### src/rtl/instruction_fetch_pkg.sv
// -----------------------------------------------------------------------------
// instruction_fetch_pkg
// Shared definitions for the fetch stage.
//   - Instruction field widths: opcode in the top OPCODE_W bits, operand below.
//   - Opcode constants used by fetch and the rest of the pipeline.
//   - is_delay_nop(): identifies a NOP that carries a non-zero delay operand.
// -----------------------------------------------------------------------------
package instruction_fetch_pkg;

  localparam int OPCODE_W  = 4;
  localparam int OPERAND_W = 24;

  // Opcode map shared across pipeline stages
  localparam logic [OPCODE_W-1:0] OP_NOP = 4'h0;
  localparam logic [OPCODE_W-1:0] OP_ADD = 4'h1;
  localparam logic [OPCODE_W-1:0] OP_SUB = 4'h2;
  localparam logic [OPCODE_W-1:0] OP_AND = 4'h3;
  localparam logic [OPCODE_W-1:0] OP_OR  = 4'h4;
  localparam logic [OPCODE_W-1:0] OP_LD  = 4'h5;
  localparam logic [OPCODE_W-1:0] OP_ST  = 4'h6;
  localparam logic [OPCODE_W-1:0] OP_JMP = 4'h7;
  localparam logic [OPCODE_W-1:0] OP_BEQ = 4'h8;

  // A NOP with operand N > 0 stalls fetch for N bubble cycles; N = 0 is a plain NOP.
  function automatic logic is_delay_nop(input logic [OPCODE_W-1:0]  opcode,
                                        input logic [OPERAND_W-1:0] operand);
    return (opcode == OP_NOP) && (operand != {OPERAND_W{1'b0}});
  endfunction

endpackage

### src/rtl/fetch_delay_counter.sv
// -----------------------------------------------------------------------------
// fetch_delay_counter
// Loadable down-counter that times the bubble cycles following a delay NOP.
// Ports:
//   clk_i      - clock, rising edge
//   rst_i      - synchronous active-high reset, clears the count
//   clear_i    - synchronous clear (branch redirect), beats load and enable
//   load_i     - load load_val_i into the count
//   load_val_i - delay length N
//   en_i       - decrement by one (saturates at zero)
//   done_o     - high while the count is 1, i.e. the final bubble cycle
// -----------------------------------------------------------------------------
module fetch_delay_counter
  import instruction_fetch_pkg::*;
#(
  parameter int CNT_W = OPERAND_W
) (
  input  logic             clk_i,
  input  logic             rst_i,
  input  logic             clear_i,
  input  logic             load_i,
  input  logic [CNT_W-1:0] load_val_i,
  input  logic             en_i,
  output logic             done_o
);

  localparam logic [CNT_W-1:0] CNT_ZERO = {CNT_W{1'b0}};
  localparam logic [CNT_W-1:0] CNT_ONE  = {{(CNT_W-1){1'b0}}, 1'b1};

  logic [CNT_W-1:0] cnt_q;
  logic [CNT_W-1:0] cnt_d;

  // Next count: clear > load > decrement; never wraps below zero
  always_comb begin
    cnt_d = cnt_q;
    if (clear_i) begin
      cnt_d = CNT_ZERO;
    end else if (load_i) begin
      cnt_d = load_val_i;
    end else if (en_i && (cnt_q != CNT_ZERO)) begin
      cnt_d = cnt_q - CNT_ONE;
    end else begin
      cnt_d = cnt_q;
    end
  end

  // Count register
  always_ff @(posedge clk_i) begin
    if (rst_i) begin
      cnt_q <= CNT_ZERO;
    end else begin
      cnt_q <= cnt_d;
    end
  end

  assign done_o = (cnt_q == CNT_ONE);

endmodule

### src/rtl/instruction_fetch.sv
// -----------------------------------------------------------------------------
// instruction_fetch
// Fetch stage: drives a combinational program ROM from the PC and registers the
// returned word toward decode. Handles stall, branch redirect and NOP-encoded
// delays (a NOP with operand N inserts N bubbles after it).
// Ports:
//   Clock         - sole clock, rising edge
//   Reset         - synchronous active-high reset
//   oAddress      - ROM address, the current PC (combinational)
//   iInstruction  - ROM data for oAddress, same cycle
//   iStall        - decode hold request: all fetch state holds
//   iBranchTaken  - redirect request, overrides stall
//   iBranchTarget - redirect address
//   oInstruction  - registered instruction (bubble word when oValid = 0)
//   oPC           - address oInstruction was fetched from
//   oValid        - oInstruction is real (0 = bubble)
// -----------------------------------------------------------------------------
module instruction_fetch
  import instruction_fetch_pkg::*;
#(
  parameter int                 ADDR_W     = 16,
  parameter int                 INSTR_W    = 28,
  parameter logic [ADDR_W-1:0]  RESET_ADDR = 16'd0
) (
  input  logic               Clock,
  input  logic               Reset,
  output logic [ADDR_W-1:0]  oAddress,
  input  logic [INSTR_W-1:0] iInstruction,
  input  logic               iStall,
  input  logic               iBranchTaken,
  input  logic [ADDR_W-1:0]  iBranchTarget,
  output logic [INSTR_W-1:0] oInstruction,
  output logic [ADDR_W-1:0]  oPC,
  output logic               oValid
);

  typedef enum logic [0:0] {
    FETCH = 1'b0,
    DELAY = 1'b1
  } state_e;

  localparam logic [INSTR_W-1:0] BUBBLE   = {OP_NOP, {(INSTR_W-OPCODE_W){1'b0}}};
  localparam logic [ADDR_W-1:0]  ADDR_ONE = {{(ADDR_W-1){1'b0}}, 1'b1};

  state_e             state_q, state_d;
  logic [ADDR_W-1:0]  pc_q, pc_d;
  logic [ADDR_W-1:0]  opc_q, opc_d;
  logic [INSTR_W-1:0] instr_q, instr_d;
  logic               valid_q, valid_d;

  logic [OPCODE_W-1:0]  opcode_s;
  logic [OPERAND_W-1:0] operand_s;
  logic                 cnt_clear_s;
  logic                 cnt_load_s;
  logic                 cnt_en_s;
  logic                 cnt_done_s;

  assign opcode_s  = iInstruction[INSTR_W-1 -: OPCODE_W];
  assign operand_s = iInstruction[OPERAND_W-1:0];

  fetch_delay_counter #(
    .CNT_W (OPERAND_W)
  ) u_dcnt (
    .clk_i      (Clock),
    .rst_i      (Reset),
    .clear_i    (cnt_clear_s),
    .load_i     (cnt_load_s),
    .load_val_i (operand_s),
    .en_i       (cnt_en_s),
    .done_o     (cnt_done_s)
  );

  // Next-state: branch > stall > delay countdown / sequential fetch
  always_comb begin
    state_d     = state_q;
    pc_d        = pc_q;
    opc_d       = opc_q;
    instr_d     = instr_q;
    valid_d     = valid_q;
    cnt_clear_s = 1'b0;
    cnt_load_s  = 1'b0;
    cnt_en_s    = 1'b0;
    if (iBranchTaken) begin
      // oPC keeps its last value; the bubble is marked by oValid = 0
      pc_d        = iBranchTarget;
      valid_d     = 1'b0;
      instr_d     = BUBBLE;
      state_d     = FETCH;
      cnt_clear_s = 1'b1;
    end else if (iStall) begin
      state_d = state_q;
    end else begin
      case (state_q)
        FETCH: begin
          instr_d = iInstruction;
          opc_d   = pc_q;
          valid_d = 1'b1;
          pc_d    = pc_q + ADDR_ONE;
          if (is_delay_nop(opcode_s, operand_s)) begin
            cnt_load_s = 1'b1;
            state_d    = DELAY;
          end else begin
            state_d    = FETCH;
          end
        end
        DELAY: begin
          // PC already points past the NOP; just hold it while bubbling
          valid_d  = 1'b0;
          instr_d  = BUBBLE;
          cnt_en_s = 1'b1;
          if (cnt_done_s) begin
            state_d = FETCH;
          end else begin
            state_d = DELAY;
          end
        end
        default: begin
          state_d = FETCH;
          valid_d = 1'b0;
          instr_d = BUBBLE;
        end
      endcase
    end
  end

  // State and output registers
  always_ff @(posedge Clock) begin
    if (Reset) begin
      state_q <= FETCH;
      pc_q    <= RESET_ADDR;
      opc_q   <= {ADDR_W{1'b0}};
      instr_q <= BUBBLE;
      valid_q <= 1'b0;
    end else begin
      state_q <= state_d;
      pc_q    <= pc_d;
      opc_q   <= opc_d;
      instr_q <= instr_d;
      valid_q <= valid_d;
    end
  end

  assign oAddress     = pc_q;
  assign oInstruction = instr_q;
  assign oPC          = opc_q;
  assign oValid       = valid_q;

endmodule

### config.mk
export PLATFORM = sky130hd
export DESIGN_NAME = instruction_fetch
export DESIGN_NICKNAME = d
export VERILOG_FILES = /design/src/rtl/instruction_fetch_pkg.sv /design/src/rtl/fetch_delay_counter.sv /design/src/rtl/instruction_fetch.sv
export SDC_FILE = /design/constraint.sdc
export NUM_CORES = 1
export LEC_CHECK = 0
export CAP_MARGIN = 20
export CORE_ASPECT_RATIO = 1.1
export CORE_MARGIN = 8
export CORE_UTILIZATION = 48
export DETAILED_ROUTE_END_ITERATION = 16
export GPL_TIMING_DRIVEN = 0
export HOLD_SLACK_MARGIN = 0.05
export PLACE_DENSITY = 0.8
export SLEW_MARGIN = 20
export SYNTH_ARGS = -nofsm -noshare
export SYNTH_HDL_FRONTEND = slang
export SYNTH_HIERARCHICAL = 1
export SYNTH_SLANG_ARGS = --single-unit
### constraint.sdc
create_clock -name Clock -period 3.4 [get_ports Clock]
set_clock_uncertainty 0.1 [all_clocks]
set_input_delay 0.68 -clock Clock [delete_from_list [all_inputs] [get_ports Clock]]
set_output_delay 0.68 -clock Clock [all_outputs]
set_load 0.02 [all_outputs]
==> qor.yml <==
ys_warn_count: 6
place_area_um2: 5190
startpoint_type: "flip-flop"
synth.most_common_cell: "dfxtp_1"
hold_viol: 0
reg2reg_to: "u_dcnt/cnt_q[11]"
synthTopCellsByCount: "dfxtp_1 (86), nor2_1 (55), nand2_1 (43)"
ys.flop_type: "dfxtp_1"
drv_slew: 0
nets: 636
port_buffers: 107
worstPathMaxFanout: 10
path_cells: "clkbuf_1 > nor2_1 > clkbuf_1 > o211ai_1 > nor2_2 > inv_1 > clkbuf_1 > o21ai_0 > a31oi_1"
rr_worst_depth: 9
initial_core_util_pct: 48.3
required_ns: 3.53
finalCoreUtilization_pct: 65.2
drt_iter0_drc: 252
crit_path_start: "state_q"
diodes: 0
h-tree-depth: 3
ant_nets: 0
syn_area_um2: 3980
tightest_slew_ns: 0.777
r2r_start: "state_q"
fp.dieW_um: 103
worst_slew_margin_rel_pct: 47.8
path_common_cell: "clkbuf_1"
worstSetupPathType: "flip-flop to flip-flop"
holdBufCountCts: 0
synth_xor_area_share_pct: 4.19
cts.sinks: 86
synthesis.instances: 466
worstPathArrival_ns: 3.18
synth_edf_count: 0
place.gp.congestion: 0.897
synth_compound_area_share_pct: 22.3
grt_pass1_vias: 4133
status: "finished clean"
async_reset_ff_share_pct: 0
numCtsBuffers: 9
yosys.area_share.simple_pct: 24.6
grt_max_degree: 17
clock-root-buffer: "clkbuf_8"
hp-class: "flip-flop to flip-flop"
fin_tns_setup_ns: 0
syn_avg_cell_area_um2: 8.53
core_region_area_um2: 8230
rrSetupSlack_ns: 0.35
synth.top_cell.area_share_pct: 43.3
ys_top_cells_by_area: "dfxtp_1 (43%), a22oi_1 (5.3%), nor2_1 (5.2%)"
synth_cell_types: 48
synth_top_family_by_area: "simple AND/OR/NAND/NOR gates"
max-cap-violations: 0
hold_path.startpoint: "oPC[12]"
final_area_um2: 5370
stdcell_count: 700
dp_hpwl_um: 9820
ios: 109
rsz0062_at_grt: "no"
clk_latency_ns: 0.36
path_clk_slew_ns: 0.09
whs_path_depth: 2
wirelength_um: 12900
die_area_um2: 11500
cts.path.max_buffers: 2
grt_pass1_wl_um: 20600
vias: 4168
fin_crit_sh_pct: 89.8
drt_first_pass_iters: 5
placedCellCount: 684
cp_slowest_cell: "clkbuf_1"
synth_fp_nets: 518
area_delta_synth_final_pct: 35.1
power.density_nw_per_um2: 386
period_needed_ns: 3.05
drive_above_1_share_pct: 6.79
rows: 35
leakage_nw: 1.82
fill_cells: 720
yosysSeqAreaShare_pct: 43.3
max_stage_delay_ns: 0.45
die_y_um: 111
synthAdderAreaFrac_pct: 1.26
drc: 0
overflow: 0
yosysTopAreaCell: "dfxtp_1"
avgRoutedWirePerCell_um: 18.5
setup_viol: 0
track_usage_pct: 22.2
via_per_inst: 5.95
synthMuxAreaShare_pct: 0
ir_drop_uv: 242
whs_endpoint: "oPC[12]"
antenna_found_initial: 0
ys_seq_elements: 86
crit_path_end_kind: "flip-flop"
fmax_mhz: 327
cts_tree: "done"
## kinds of logic (layout without fill, tap and decap cells)
| kind of cell | count (synthesis) | after routing |
|---|---|---|
| simple gates | 186 | 186 |
| compound gates | 132 | 132 |
| flops | 86 | 86 |
| buf+inv | 39 | 162 |
| xor+xnor | 19 | 19 |
| fa+ha+maj | 4 | 4 |
## layer usage
layer	vias up	track usage, %	share of wire (%)
li1	1981	-	-
met1	1969	26.5	40
met2	192	36.2	48
met3	26	6.68	9.2
met4	0	8.60	2.6
met5	-	0	0
## metrics by stage
| stage | hold slack [ns] | worst slack (ns) | power [W] |
|---|---|---|---|
| floorplan | 0.364 | 0.789 | 0.00124 |
| global placement | 0.342 | 0.0430 | 0.00140 |
| detailed placement | 0.346 | 0.0205 | 0.00141 |
| CTS | 0.360 | 0.324 | 0.00208 |
| global route | 0.385 | 0.0624 | 0.00215 |
| finish | 0.358 | 0.346 | 0.00207 |
## cell usage in the layout, fill, tap and decap left out, drive strengths merged, types with 7 or more instances in the layout
cell	count
clkdlybuf4s50	107
dfxtp	86
nor2	55
nand2	43
clkbuf	35
a22oi	28
o21ai	27
a21oi	26
nor4	17
xor2	16
nand4	12
a31oi	12
a211oi	12
or4	12
o31ai	10
or3	9
nor3	8
inv	8
buf	8
nand3	7
## worst max-delay path, delay by kind of cell (launching register included)
kind	cells	cell delay, ns
AOI/OAI and AO/OA	3	0.72
buffers and inverters	4	1.02
DFF	1	0.31
and+or+nand+nor	2	0.78
## power by group
part / total (W) / switching (W) / leakage (nW) / internal, W
registers: 0.00107 / 0.0000314 / 0.701 / 0.00104
clock network: 0.000685 / 0.000409 / 0.0881 / 0.000276
logic: 0.000319 / 0.000172 / 1.03 / 0.000147
total: 0.00207 / 0.000612 / 1.82 / 0.00146
## layout make-up
cell class / count / area (um^2) / area share, %
multi-input cells: 341 / 2080 / 38.8
flip-flops and latches: 86 / 1720 / 32.1
repair buffers: 107 / 1070 / 19.9
plain buffers: 34 / 154 / 2.87
well taps: 111 / 139 / 2.59
clock buffers: 9 / 124 / 2.31
clock inverters: 7 / 57.6 / 1.07
inverters: 5 / 18.8 / 0.349
## timing repair
| item | in CTS | in global routing |
|---|---|---|
| gates resized for setup | 0 | 1 |
| setup buffers | 0 | 0 |
| hold endpoints to repair | 0 | 0 |
| setup endpoints to repair | 0 | 10 |
## registers in the layout (all words and copies together), names as in the netlist
signal	cells
oAddress	16
oInstruction	28
oPC	16
oValid	1
state_q	1
u_dcnt/cnt_q	24
## worst max-delay path by stage
stage	to	slack, ns	cells after the start
6_report	u_dcnt/cnt_q[11]	0.35	9
5_1_grt	u_dcnt/cnt_q[11]	0.06	9
4_1_cts	u_dcnt/cnt_q[11]	0.32	9
3_5_place_dp	u_dcnt/cnt_q[11]	0.02	9
3_3_place_gp	u_dcnt/cnt_q[11]	0.04	9
2_1_floorplan	u_dcnt/cnt_q[23]	0.79	8
No activity file was read; power rests on OpenSTA's default activity.
